$ cat config.mk
export PLATFORM = sky130hd
export DESIGN_NAME = polar_block_avg_flat
export DESIGN_NICKNAME = d
export VERILOG_FILES = /design/src/rtl/polar_block_avg_pkg.sv /design/src/rtl/polar_block_avg_if.sv /design/src/rtl/polar_block_avg.sv /design/src/flat_wrapper.sv
export SDC_FILE = /design/constraint.sdc
export NUM_CORES = 1
export LEC_CHECK = 0
export CAP_MARGIN = 20
export CORE_MARGIN = 4
export CORE_UTILIZATION = 43
export CTS_CLUSTER_SIZE = 8
export DETAILED_ROUTE_END_ITERATION = 8
export PLACE_DENSITY = 0.66
export REMOVE_ABC_BUFFERS = 1
export SETUP_SLACK_MARGIN = 0.05
export SLEW_MARGIN = 20
export SYNTH_ARGS = -nofsm -noshare
export SYNTH_HDL_FRONTEND = slang
export SYNTH_SLANG_ARGS = --single-unit
$ cat constraint.sdc
create_clock -name clk -period 6.6 [get_ports clk]
set_input_delay 0.99 -clock clk [delete_from_list [all_inputs] [get_ports clk]]
set_output_delay 0.99 -clock clk [all_outputs]
set_load 0.01 [all_outputs]
$ cat src/rtl/polar_block_avg_pkg.sv
// Shared types, defaults and helpers for the polar block averager.
package polar_block_avg_pkg;

  localparam int unsigned POLAR_DATA_W = 32;
  localparam int unsigned POLAR_LOG2_N = 2;

  typedef logic signed [POLAR_DATA_W-1:0] phase_t;

  typedef enum logic {
    ST_EMPTY   = 1'b0,
    ST_FILLING = 1'b1
  } blk_state_e;

  // Wrapped signed difference a - b of two binary angles.
  function automatic phase_t phase_delta(input phase_t a, input phase_t b);
    return a - b;
  endfunction

  // Accumulator width that cannot overflow over 2^log2_n signed samples.
  function automatic int unsigned acc_w(input int unsigned data_w, input int unsigned log2_n);
    return data_w + log2_n + 1;
  endfunction

endpackage

$ cat src/rtl/polar_block_avg_if.sv
// Sample stream in / averaged result out for polar_block_avg.
interface polar_block_avg_if
  import polar_block_avg_pkg::*;
#(
  parameter int unsigned DATA_W = POLAR_DATA_W,
  parameter int unsigned LOG2_N = POLAR_LOG2_N
);

  logic                     i_vld;
  logic signed [DATA_W-1:0] i_mag;
  logic        [DATA_W-1:0] i_phase;
  logic                     i_clr;
  logic                     o_vld;
  logic        [DATA_W-1:0] o_mag;
  logic        [DATA_W-1:0] o_phase;
  logic        [LOG2_N:0]   o_cnt;

  modport master (
    output i_vld, i_mag, i_phase, i_clr,
    input  o_vld, o_mag, o_phase, o_cnt
  );

  modport slave (
    input  i_vld, i_mag, i_phase, i_clr,
    output o_vld, o_mag, o_phase, o_cnt
  );

endinterface

$ cat src/rtl/polar_block_avg.sv
// Averages magnitude and wrap-safe phase over blocks of 2^LOG2_N valid samples.
module polar_block_avg
  import polar_block_avg_pkg::*;
#(
  parameter int unsigned DATA_W = POLAR_DATA_W,
  parameter int unsigned LOG2_N = POLAR_LOG2_N
) (
  input  logic               clk,
  input  logic               rst,
  polar_block_avg_if.slave   io_bus
);

  localparam int unsigned ACC_W = acc_w(DATA_W, LOG2_N);
  localparam int unsigned CNT_W = LOG2_N + 1;
  localparam logic [CNT_W-1:0] BLK_N = CNT_W'(1 << LOG2_N);

  blk_state_e               r_state;
  logic [CNT_W-1:0]         r_cnt;
  logic signed [ACC_W-1:0]  r_mag_acc;
  logic signed [ACC_W-1:0]  r_dph_acc;
  logic [DATA_W-1:0]        r_ref;
  logic                     r_o_vld;
  logic [DATA_W-1:0]        r_o_mag;
  logic [DATA_W-1:0]        r_o_phase;

  blk_state_e               w_state_nxt;
  logic [CNT_W-1:0]         w_cnt_nxt;
  logic signed [ACC_W-1:0]  w_mag_nxt;
  logic signed [ACC_W-1:0]  w_dph_nxt;
  logic [DATA_W-1:0]        w_ref_nxt;
  logic                     w_done;
  logic                     w_first;
  logic                     w_full;
  logic [CNT_W-1:0]         w_cnt_inc;
  logic signed [DATA_W-1:0] w_delta;
  logic signed [ACC_W-1:0]  w_mag_fin;
  logic signed [ACC_W-1:0]  w_dph_fin;
  logic [DATA_W-1:0]        w_ref_fin;
  logic [DATA_W-1:0]        w_o_mag_nxt;
  logic [DATA_W-1:0]        w_o_phase_nxt;

  // Sums including the current sample; a clear makes it the first of a new block.
  always_comb begin
    w_first = (r_state == ST_EMPTY) || io_bus.i_clr;
    w_delta = io_bus.i_phase - r_ref;
    if (w_first) begin
      w_ref_fin = io_bus.i_phase;
      w_mag_fin = ACC_W'(io_bus.i_mag);
      w_dph_fin = '0;
      w_cnt_inc = CNT_W'(1);
    end else begin
      w_ref_fin = r_ref;
      w_mag_fin = r_mag_acc + ACC_W'(io_bus.i_mag);
      w_dph_fin = r_dph_acc + ACC_W'(w_delta);
      w_cnt_inc = r_cnt + CNT_W'(1);
    end
    w_full        = (w_cnt_inc == BLK_N);
    w_o_mag_nxt   = DATA_W'(w_mag_fin >>> LOG2_N);
    w_o_phase_nxt = w_ref_fin + DATA_W'(w_dph_fin >>> LOG2_N);
  end

  // Block control: EMPTY until a sample arrives, FILLING until the Nth completes.
  always_comb begin
    w_state_nxt = r_state;
    w_cnt_nxt   = r_cnt;
    w_mag_nxt   = r_mag_acc;
    w_dph_nxt   = r_dph_acc;
    w_ref_nxt   = r_ref;
    w_done      = 1'b0;
    if (io_bus.i_clr) begin
      w_state_nxt = ST_EMPTY;
      w_cnt_nxt   = '0;
      // A clearing sample that would itself fill the block is dropped with it.
      if (io_bus.i_vld && !w_full) begin
        w_state_nxt = ST_FILLING;
        w_cnt_nxt   = w_cnt_inc;
        w_mag_nxt   = w_mag_fin;
        w_dph_nxt   = w_dph_fin;
        w_ref_nxt   = w_ref_fin;
      end
    end else if (io_bus.i_vld) begin
      if (w_full) begin
        w_done      = 1'b1;
        w_state_nxt = ST_EMPTY;
        w_cnt_nxt   = '0;
      end else begin
        w_state_nxt = ST_FILLING;
        w_cnt_nxt   = w_cnt_inc;
        w_mag_nxt   = w_mag_fin;
        w_dph_nxt   = w_dph_fin;
        w_ref_nxt   = w_ref_fin;
      end
    end
  end

  always_ff @(posedge clk) begin
    if (rst) begin
      r_state   <= ST_EMPTY;
      r_cnt     <= '0;
      r_mag_acc <= '0;
      r_dph_acc <= '0;
      r_ref     <= '0;
      r_o_vld   <= 1'b0;
      r_o_mag   <= '0;
      r_o_phase <= '0;
    end else begin
      r_state   <= w_state_nxt;
      r_cnt     <= w_cnt_nxt;
      r_mag_acc <= w_mag_nxt;
      r_dph_acc <= w_dph_nxt;
      r_ref     <= w_ref_nxt;
      r_o_vld   <= w_done;
      if (w_done) begin
        r_o_mag   <= w_o_mag_nxt;
        r_o_phase <= w_o_phase_nxt;
      end
    end
  end

  assign io_bus.o_vld   = r_o_vld;
  assign io_bus.o_mag   = r_o_mag;
  assign io_bus.o_phase = r_o_phase;
  assign io_bus.o_cnt   = r_cnt;

endmodule

$ cat src/flat_wrapper.sv
// flat-port wrapper written by rule: the top's interface ports become plain ports
module polar_block_avg_flat import polar_block_avg_pkg::*;
#(
  parameter int unsigned DATA_W = POLAR_DATA_W,
  parameter int unsigned LOG2_N = POLAR_LOG2_N
)
  (clk, rst, io_bus_i_vld, io_bus_i_mag, io_bus_i_phase, io_bus_i_clr, io_bus_o_vld, io_bus_o_mag, io_bus_o_phase, io_bus_o_cnt);
  polar_block_avg_if #(.DATA_W(DATA_W), .LOG2_N(LOG2_N)) io_bus_i ();
  input  logic clk;
  input  logic rst;
  input wire logic [$bits(io_bus_i.i_vld)-1:0] io_bus_i_vld;
  input wire logic [$bits(io_bus_i.i_mag)-1:0] io_bus_i_mag;
  input wire logic [$bits(io_bus_i.i_phase)-1:0] io_bus_i_phase;
  input wire logic [$bits(io_bus_i.i_clr)-1:0] io_bus_i_clr;
  output wire logic [$bits(io_bus_i.o_vld)-1:0] io_bus_o_vld;
  output wire logic [$bits(io_bus_i.o_mag)-1:0] io_bus_o_mag;
  output wire logic [$bits(io_bus_i.o_phase)-1:0] io_bus_o_phase;
  output wire logic [$bits(io_bus_i.o_cnt)-1:0] io_bus_o_cnt;
  assign io_bus_i.i_vld = io_bus_i_vld;
  assign io_bus_i.i_mag = io_bus_i_mag;
  assign io_bus_i.i_phase = io_bus_i_phase;
  assign io_bus_i.i_clr = io_bus_i_clr;
  assign io_bus_o_vld = io_bus_i.o_vld;
  assign io_bus_o_mag = io_bus_i.o_mag;
  assign io_bus_o_phase = io_bus_i.o_phase;
  assign io_bus_o_cnt = io_bus_i.o_cnt;
  polar_block_avg #(.DATA_W(DATA_W), .LOG2_N(LOG2_N)) u_core (.clk(clk), .rst(rst), .io_bus(io_bus_i));
endmodule
Word level (Yosys, flattened, before mapping)
Index checks and enable logic that the tools add are counted.
{ "totals": {"out_inout_bits": 68, "reg_bits": 171, "inputBits": 68, "wordCells": 49} }
{ "classes": {"bitwise_logic": 1, "n_eq_ne": 3, "n_reduce_logical": 5, "addsub": 5, "muxes": 27} }
{ "ops": {"columns": ["op", "n"], "rows": [
  ["$mux W35", 10],
  ["$mux W32", 5],
  ["$add A35 B32 Y35", 2],
  ["$add A32 B32 Y32", 1],
  ["$sub A32 B32 Y32", 1],
  ["$mux W3", 5],
  ["$mux W1", 7],
  ["$add A3 B1 Y3 const B", 1],
  ["$eq A3 B3 Y1 const B", 1],
  ["$reduce_and A3 Y1", 1],
  ["$ne A2 B1 Y1 const B", 1],
  ["$ne A2 B2 Y1 const B", 1],
  ["$reduce_bool A2 Y1", 1],
  ["$logic_and A1 B1 Y1", 1],
  ["$logic_not A1 Y1", 1],
  ["$logic_or A1 B1 Y1", 1],
  ["$not A1 Y1", 1]
]} }

Depth between registers and ports, before layout
Gate-level depths: netlist of the first run.
{ "logic_depth": {"word_depth": 8, "ltp_mapped": 34, "mapped_depth_nobuf": 34} }

Least setup slack after synthesis of the first run
OpenSTA, ideal clock, no wires.
{ "synth_timing": {"path_kind": "in2reg", "start": "input io_bus_i_phase[0]", "end": "register u_core.r_o_phase[31], in the netlist u_core.io_bus.o_phase[31]", "path_slack_ps": -366, "path_stages": 32, "setup_ps": 62, "arrival_time_ps": 6904, "t_required_ps": 6538, "path_buffers": 0, "cell_sequence": "inv_1 > ha_1 > fa_1 > nor2b_1 > o21ai_0 > a21boi_0 > o21ai_0 > a21o_1 > o211ai_1 > a21oi_1 > o21bai_1 > a21oi_1 > xnor2_1 > ha_1 > a21oi_1 > nand2_1 > a2111oi_0 > o31a_1 > o31ai_1 > o41a_1 > xor2_1 > and2_1 > ha_1 > and2_1 > a21boi_0 > and3_1 > a21oi_1 > a311o_1 > o21ai_0 > xor2_1 > or4_1 > nand3_1"} }
{ "synth_between": {"elab_chain_cells": 4, "elab_cells_between_ends": 5, "cone_classes": "add/sub: 3; mux: 2"} }
{ "synth_rtl": {"columns": ["element", "line_no", "source"], "rows": [
  ["start, declared", "flat_wrapper.sv:13", "input wire logic [$bits(io_bus_i.i_phase)-1:0] io_bus_i_phase;"],
  ["$sub A32 B32 Y32", "polar_block_avg.sv:45", "w_delta = io_bus.i_phase - r_ref;"],
  ["$add A35 B32 Y35", "polar_block_avg.sv:54", "w_dph_fin = r_dph_acc + ACC_W'(w_delta);"],
  ["$mux W35", "polar_block_avg.sv:46", "if (w_first) begin"],
  ["net u_core.w_dph_fin[24]", "polar_block_avg.sv:37", "logic signed [ACC_W-1:0] w_dph_fin;"],
  ["$add A32 B32 Y32", "polar_block_avg.sv:59", "w_o_phase_nxt = w_ref_fin + DATA_W'(w_dph_fin >>> LOG2_N);"],
  ["end signal, assigned", "polar_block_avg.sv:115", "r_o_phase <= w_o_phase_nxt;"],
  ["end, declared", "polar_block_avg.sv:24", "logic [DATA_W-1:0] r_o_phase;"]
]} }
The timed path passes the listed nets, and every way through them passes these cells.
A chain may end at the register's enable or synchronous reset.

Worst setup path in the final report of the first run
{ "layout_timing": {"start": "input io_bus_i_phase[3]", "end": "register u_core.r_o_phase[31], in the netlist u_core.io_bus.o_phase[31]"} }
The elaborated chain is that of the path after synthesis.

==> run summary, run 1 <==
fill count -> 2801
DIE AREA -> 0.0340 sq mm
Routed Antenna Nets -> 0
Yosys cell types -> 75
Final Util -> 0.588
NetSw -> 1.21 mW
Comb pwr share -> 0.380
die width -> 184 um
hold crit path type -> flip-flop to flip-flop
Layout Nets -> 2335
synth cell count leaders -> 223 x nand2_1, 220 x nor2_1, 214 x a21oi_1, 169 x dfxtp_1, 131 x ha_1
RSZ-0062 raised after global routing -> true
r2r endpoint -> u_core.io_bus.o_phase[31]
CP endpoint kind -> flip-flop
Avg WL per Cell -> 16.4 um
largest net degree at the start of global routing -> 87
WP data arrival -> 7150 ps
first-pass GRT wire length -> 66200 um
critical path startpoint category -> primary input
Vias/cell -> 5.57
failing checks -> setup timing
n_diodes -> 0
leakage -> 7.70 nW
mean area per synthesized cell -> 7.42 sq um
Setup violations, final -> 2
initial antenna violation count -> 0
f_max -> 148 MHz
CP endpoint -> u_core.io_bus.o_phase[31]
Setup WS pre-CTS -> -1360 ps
peak fanout along the critical path -> 4
sequential share of power -> 0.317
drt first pass iters -> 5
Worst-path clk slew -> 80 ps
Tcrit/Tclk final -> 1.02
CP required -> 7000 ps
IO buf count -> 135
final worst setup slack -> -146 ps
total track usage -> 0.236
R2R Setup Slk -> 200 ps
Worst-Skew Late Latency -> 450 ps
Layout area overhead -> 34.6%
Root Driver -> clkbuf_16
R2R cell count -> 30
Worst Setup SP -> io_bus_i_phase[3]
sequential share of the synthesized area -> 0.253
largest area contributor in the netlist -> dfxtp_1
Starting DRT DRC Count -> 825
row cnt -> 64
slew margin rel. -> 0.346
layout cells sized above 1 -> 0.195
power share of the clock group -> 0.303
register bit count reported by yosys -> 169
Detail Placement HPWL -> 30200 um
vias in the first global route -> 13500
kind of critical path -> primary input to flip-flop
Syn Inst Count -> 1802
Ys Warns -> 0
cell area after synthesis -> 0.0134 sq mm
Final Slew Violations -> 0
H-tree Lvls -> 4
r2r startpoint -> u_core.r_ref[0]
top post-synthesis cells by area -> dfxtp_1 25%, ha_1 12%, a21oi_1 8.0%
core box area -> 0.0306 sq mm
Net Sw Frac -> 0.359
Post-synth EDFFs -> 0
Max Buffers Root-to-Sink -> 2
VDD IR-drop max -> 0.179 mV
MaxCap Viol Count -> 0
# hold bufs at CTS -> 0
Clock Sinks -> 169
Worst Max-Slew Pin Slew -> 981 ps
Residual DRC -> 0
Final Critical Period -> 6750 ps
top-count cell post-synth -> nand2_1
post-synth top area share -> 0.253
CTS tree -> done
Total Wirelength -> 41600 um
via count -> 14200
Async S/R FF share, synth -> 0
overall power -> 3.38 mW
status -> finished with violations
ys flop type -> dfxtp_1
Inserted Clock Buffers -> 17
final hold vios -> 0
Top Ports -> 136
PwrDens -> 188 mW/mm^2
Int Power -> 2.17 mW
Die Y -> 184 um
initial core utilization -> 0.437
placer congestion estimate -> 0.912
grt total ovfl -> 0
worst-case clock skew -> 15.3 ps
==> cells in the final DEF, fill, tap and decap left out, drive strengths merged, types with 5 or more instances in the layout <==
master           n
or3              9
nor4b            5
o31ai            8
xor2            34
a21o            56
a2111oi          6
clkdlybuf4s50  129
mux2i           11
o21bai          14
inv             88
a31oi           14
nand4           12
clkbuf          17
a211oi          67
o211ai          15
nor4             7
a221o            6
dfxtp          169
a21oi          215
nor3b            8
nand3           35
nor2           220
o21a            11
or4              9
nand2          223
and2            13
a311oi           7
nand2b          17
a211o            6
nand4b           7
xnor2           62
and3            14
o21ai           96
a21boi           5
nand3b          15
and4             5
ha             131
nor3            33
buf            270
nor2b           19
==> cells by family (layout without fill, tap and decap cells) <==
logic type               count (synthesis)  after routing  share of synthesized area
buffers and inverters                  169            512                     0.0518
multiplexers                            11             11                    0.00824
flip-flops                             169            169                      0.253
AO/OA/AOI/OAI                          567            567                      0.271
adder cells (fa/ha/maj)                135            135                      0.129
XOR/XNOR                                96             96                     0.0629
AND/OR/NAND/NOR                        655            655                      0.224
==> power groups by stage <==
stage / registers [mW] / logic [mW] / clock network [mW]
after global placement: 1.09 / 1.14 / 0
final: 1.07 / 1.28 / 1.02
after CTS: 1.07 / 1.22 / 1.04
after detailed placement: 1.09 / 1.16 / 0
after floorplan: 1.09 / 0.702 / 0
after global routing: 1.07 / 1.40 / 1.09
==> worst min path at each step <==
stage | endpoint | slack [ps] | startpoint | cells past startpoint
after floorplan | u_core.r_dph_acc[0] | 430 | u_core.r_dph_acc[0] | 2
after global placement | u_core.io_bus.o_phase[15] | 440 | u_core.io_bus.o_phase[15] | 2
after detailed placement | u_core.io_bus.o_phase[13] | 450 | u_core.io_bus.o_phase[13] | 2
after CTS | u_core.io_bus.o_phase[4] | 460 | u_core.io_bus.o_phase[4] | 2
after global routing | u_core.io_bus.o_phase[2] | 480 | u_core.io_bus.o_phase[2] | 2
final | u_core.io_bus.o_phase[2] | 450 | u_core.io_bus.o_phase[2] | 2
==> area by class of cell <==
| class | instances | area (sq um) | share of cell area |
|---|---|---|---|
| Sequential cell | 169 | 3380 | 0.188 |
| Timing Repair Buffer | 403 | 3380 | 0.188 |
| Inverter | 77 | 292 | 0.0162 |
| Clock buffer | 17 | 425 | 0.0237 |
| Clock inverter | 15 | 148 | 0.00821 |
| Multi-Input combinational cell | 1464 | 9860 | 0.548 |
| Tap cell | 396 | 495 | 0.0275 |
==> sequential cells by signal (all words and copies together) (netlist names) <==
| register | flops |
|---|---|
| u_core.io_bus.o_phase | 32 |
| u_core.r_dph_acc | 34 |
| u_core.r_mag_acc | 34 |
| u_core.r_ref | 32 |
| u_core.r_state | 1 |
| u_core.io_bus.o_mag | 32 |
| u_core.io_bus.o_vld | 1 |
| u_core.io_bus.o_cnt | 3 |
==> layer usage <==
metal | vias to the layer above | routed length (um) | share of wire | track usage
li1 | 7114 | - | - | -
met1 | 6613 | 19500 | 0.47 | 0.324
met2 | 365 | 19100 | 0.46 | 0.393
met3 | 61 | 2160 | 0.052 | 0.0292
met4 | 0 | 845 | 0.020 | 0.0665
met5 | - | 0 | 0 | 0
==> what timing repair did <==
action / CTS / global route
hold endpoints to repair: 0 / 0
pin swaps: 44 / 65
setup endpoints to repair: 20 / 16
buffers inserted: 23 / 8
gates resized for setup: 93 / 55
==> metrics by stage <==
stage	hold slack (ps)	cell area, sq um	setup TNS (ps)	instances
floorplan	430	13000	-63660	1710
global placement	439	16600	-14780	2478
detailed placement	447	16600	-17690	2478
CTS	458	17700	0	2533
global route	477	18000	-1720	2541
finish	454	18000	-169	2541
==> critical path, cell delays in order <==
cell	delay (ps)
clkdlybuf4s50_1	470
ha_4	310
o21a_1	170
o31ai_2	80
buf_4	150
a21oi_2	200
a41oi_2	150
a21oi_2	190
nor2_1	80
o31a_1	110
ha_1	300
a21o_1	230
a2111oi_4	320
o31a_1	310
o31ai_4	90
o41a_1	490
xor2_2	190
and2_1	180
ha_1	290
and2_4	140
a21boi_4	220
and3_4	230
a21oi_4	50
a311o_1	380
o21ai_1	170
xor2_1	100
or4_1	470
nand3_1	70
Note: power is estimated with default switching activity, not from simulation.
==> run 2, diff against run 1 <==
- REMOVE_ABC_BUFFERS: 1 -> not set
==> run 2 against run 1 <==
  * The run now ends clean
  * Worst hold slack hardly changed
  * Utilization fell by 0.057 points
  * Worst setup slack better by 240 ps
  * Critical path type unchanged
  * Largest cell class unchanged
==> run summary, run 2 (same netlist as run 1, synthesis figures left out) <==
f_max -> 154 MHz
Clock Sinks -> 169
Net Sw Frac -> 0.343
Residual DRC -> 0
drt first pass iters -> 6
Worst-Skew Late Latency -> 450 ps
Tcrit/Tclk final -> 0.985
DIE AREA -> 0.0340 sq mm
PwrDens -> 191 mW/mm^2
slew margin rel. -> 0.322
CP max stage delay -> 450 ps
R2R cell count -> 31
CTS tree -> done
Layout Nets -> 2300
syn_nets -> 2005
worst hold stages -> 2
VDD IR-drop max -> 0.183 mV
DP Cell Count -> 2450
Vias/cell -> 5.55
Final Util -> 0.587
critical path startpoint category -> primary input
r2r endpoint -> u_core.io_bus.o_phase[28]
first-pass GRT wire length -> 65300 um
final setup TNS -> 0 ps
Inserted Clock Buffers -> 17
Max Buffers Root-to-Sink -> 2
via count -> 13900
hold crit path type -> flip-flop to flip-flop
Final Slew Violations -> 0
CP required -> 6940 ps
row cnt -> 64
Detail Placement HPWL -> 29400 um
WP data arrival -> 6840 ps
final hold vios -> 0
WHS Endpoint -> u_core.io_bus.o_phase[25]
Worst-path clk slew -> 70 ps
total track usage -> 0.233
Setup violations, final -> 0
RSZ-0062 raised after global routing -> true
grt total ovfl -> 0
placer congestion estimate -> 0.901
Starting DRT DRC Count -> 865
CP endpoint kind -> flip-flop
Layout area overhead -> 34.5%
initial antenna violation count -> 1
slowest CP cell -> o41a_1
Worst Max-Slew Pin Slew -> 1020 ps
Final Critical Period -> 6500 ps
Routed Antenna Nets -> 0
Top Ports -> 136
HP Start -> u_core.io_bus.o_phase[25]
Die Y -> 184 um
Int Power -> 2.26 mW
vias in the first global route -> 13300
final worst setup slack -> 97.1 ps
Total Wirelength -> 41000 um
layout cells sized above 1 -> 0.190
fin cells -> 2507
sequential share of power -> 0.312
Setup WS pre-CTS -> -987 ps
peak fanout along the critical path -> 4
fill count -> 2797
worst-case clock skew -> 9.77 ps
Avg WL per Cell -> 16.4 um
R2R Setup Slk -> 360 ps
most frequent cells in the layout -> 231 x buf_4, 217 x nand2_1, 216 x nor2_1
Root Driver -> clkbuf_16
H-tree Lvls -> 4
MaxCap Viol Count -> 0
leakage -> 7.56 nW
Comb pwr share -> 0.370
leading cell type in the layout, fill and taps excluded -> buf_4
core box area -> 0.0306 sq mm
Top Registers -> u_core.r_dph_acc: 34 flops, u_core.r_mag_acc: 34 flops
kind of critical path -> primary input to flip-flop
NetSw -> 1.18 mW
initial core utilization -> 0.437
r2r startpoint -> u_core.r_ref[0]
power share of the clock group -> 0.319
die width -> 184 um
status -> complete, no violations
largest net degree at the start of global routing -> 122
IO buf count -> 135
## run 2: cell types whose count changed in the layout (fill, tap and decap cells not counted), sizes merged, moves of 2 or more
cell / previous run / this run
clkdlybuf4s50: 129 / 127
inv: 88 / 81
clkinvlp: 1 / 3
bufinv: 0 / 3
buf: 270 / 236
## run 2: cell type report
class                           count  area [sq um]  share of cell area
Antenna cell                        1          2.50            0.000139
Clock buffer                       18           429              0.0239
Clock inverter                     14           191              0.0107
Inverter                           77           292              0.0162
Multi-Input combinational cell   1464         10100               0.560
Sequential cell                   169          3380               0.188
Tap cell                          396           495              0.0276
Timing Repair Buffer              368          3110               0.173
## run 2: worst max-delay path by stage
stage | from | endpoint | slack (ps) | depth (start not counted)
global placement | io_bus_i_phase[0] | u_core.io_bus.o_phase[31] | -890 | 34
detailed placement | io_bus_i_phase[0] | u_core.io_bus.o_phase[31] | -990 | 34
global route | io_bus_i_phase[0] | u_core.io_bus.o_phase[28] | -140 | 33
CTS | io_bus_i_phase[0] | u_core.io_bus.o_phase[31] | 8 | 35
floorplan | io_bus_i_phase[0] | u_core.io_bus.o_phase[31] | 60 | 32
finish | io_bus_i_phase[0] | u_core.io_bus.o_phase[28] | 100 | 33
## run 2: stage by stage
| stage | total power [mW] | hold WS (ps) | cell area, sq um |
|---|---|---|---|
| global placement | 2.22 | 441 | 16500 |
| detailed placement | 2.23 | 446 | 16500 |
| CTS | 3.37 | 456 | 17500 |
| finish | 3.43 | 453 | 18000 |
| floorplan | 1.82 | 436 | 13400 |
| global route | 3.61 | 477 | 18000 |
## run 2: power by group through the flow
stage	Sequential [mW]	Clock, mW	Combinational, mW
after floorplan	1.09	0	0.734
after global placement	1.09	0	1.12
after detailed placement	1.09	0	1.14
after CTS	1.07	1.11	1.20
after global routing	1.07	1.15	1.39
final	1.07	1.09	1.27
## run 2: worst max-delay path, delay by kind of cell
| kind | cells | cell delay, ps |
|---|---|---|
| compound gates | 15 | 3140 |
| fa+ha+maj | 4 | 1090 |
| buf+inv | 5 | 420 |
| xor+xnor | 2 | 240 |
| simple gates | 7 | 940 |
## run 2: what timing repair did
item,CTS,global route
buffers inserted,10,14
hold buffers,0,0
pin swaps,54,75
resized for setup,79,82
setup endpoints to repair,16,15
## run 2: routing by layer
metal  wire length [um]  global-route usage  up-vias
li1                   -                   -     7044
met1              19200               0.311     6511
met2              19200               0.396      298
met3               1760              0.0326       49
met4                778              0.0633        0
met5                  0                   0        -
==> run 3, diff against run 2 <==
- HOLD_SLACK_MARGIN: not set -> 0.06
==> results of run 3 <==
Same layout as run 2: the final DEF is identical, and so are final timing and power.
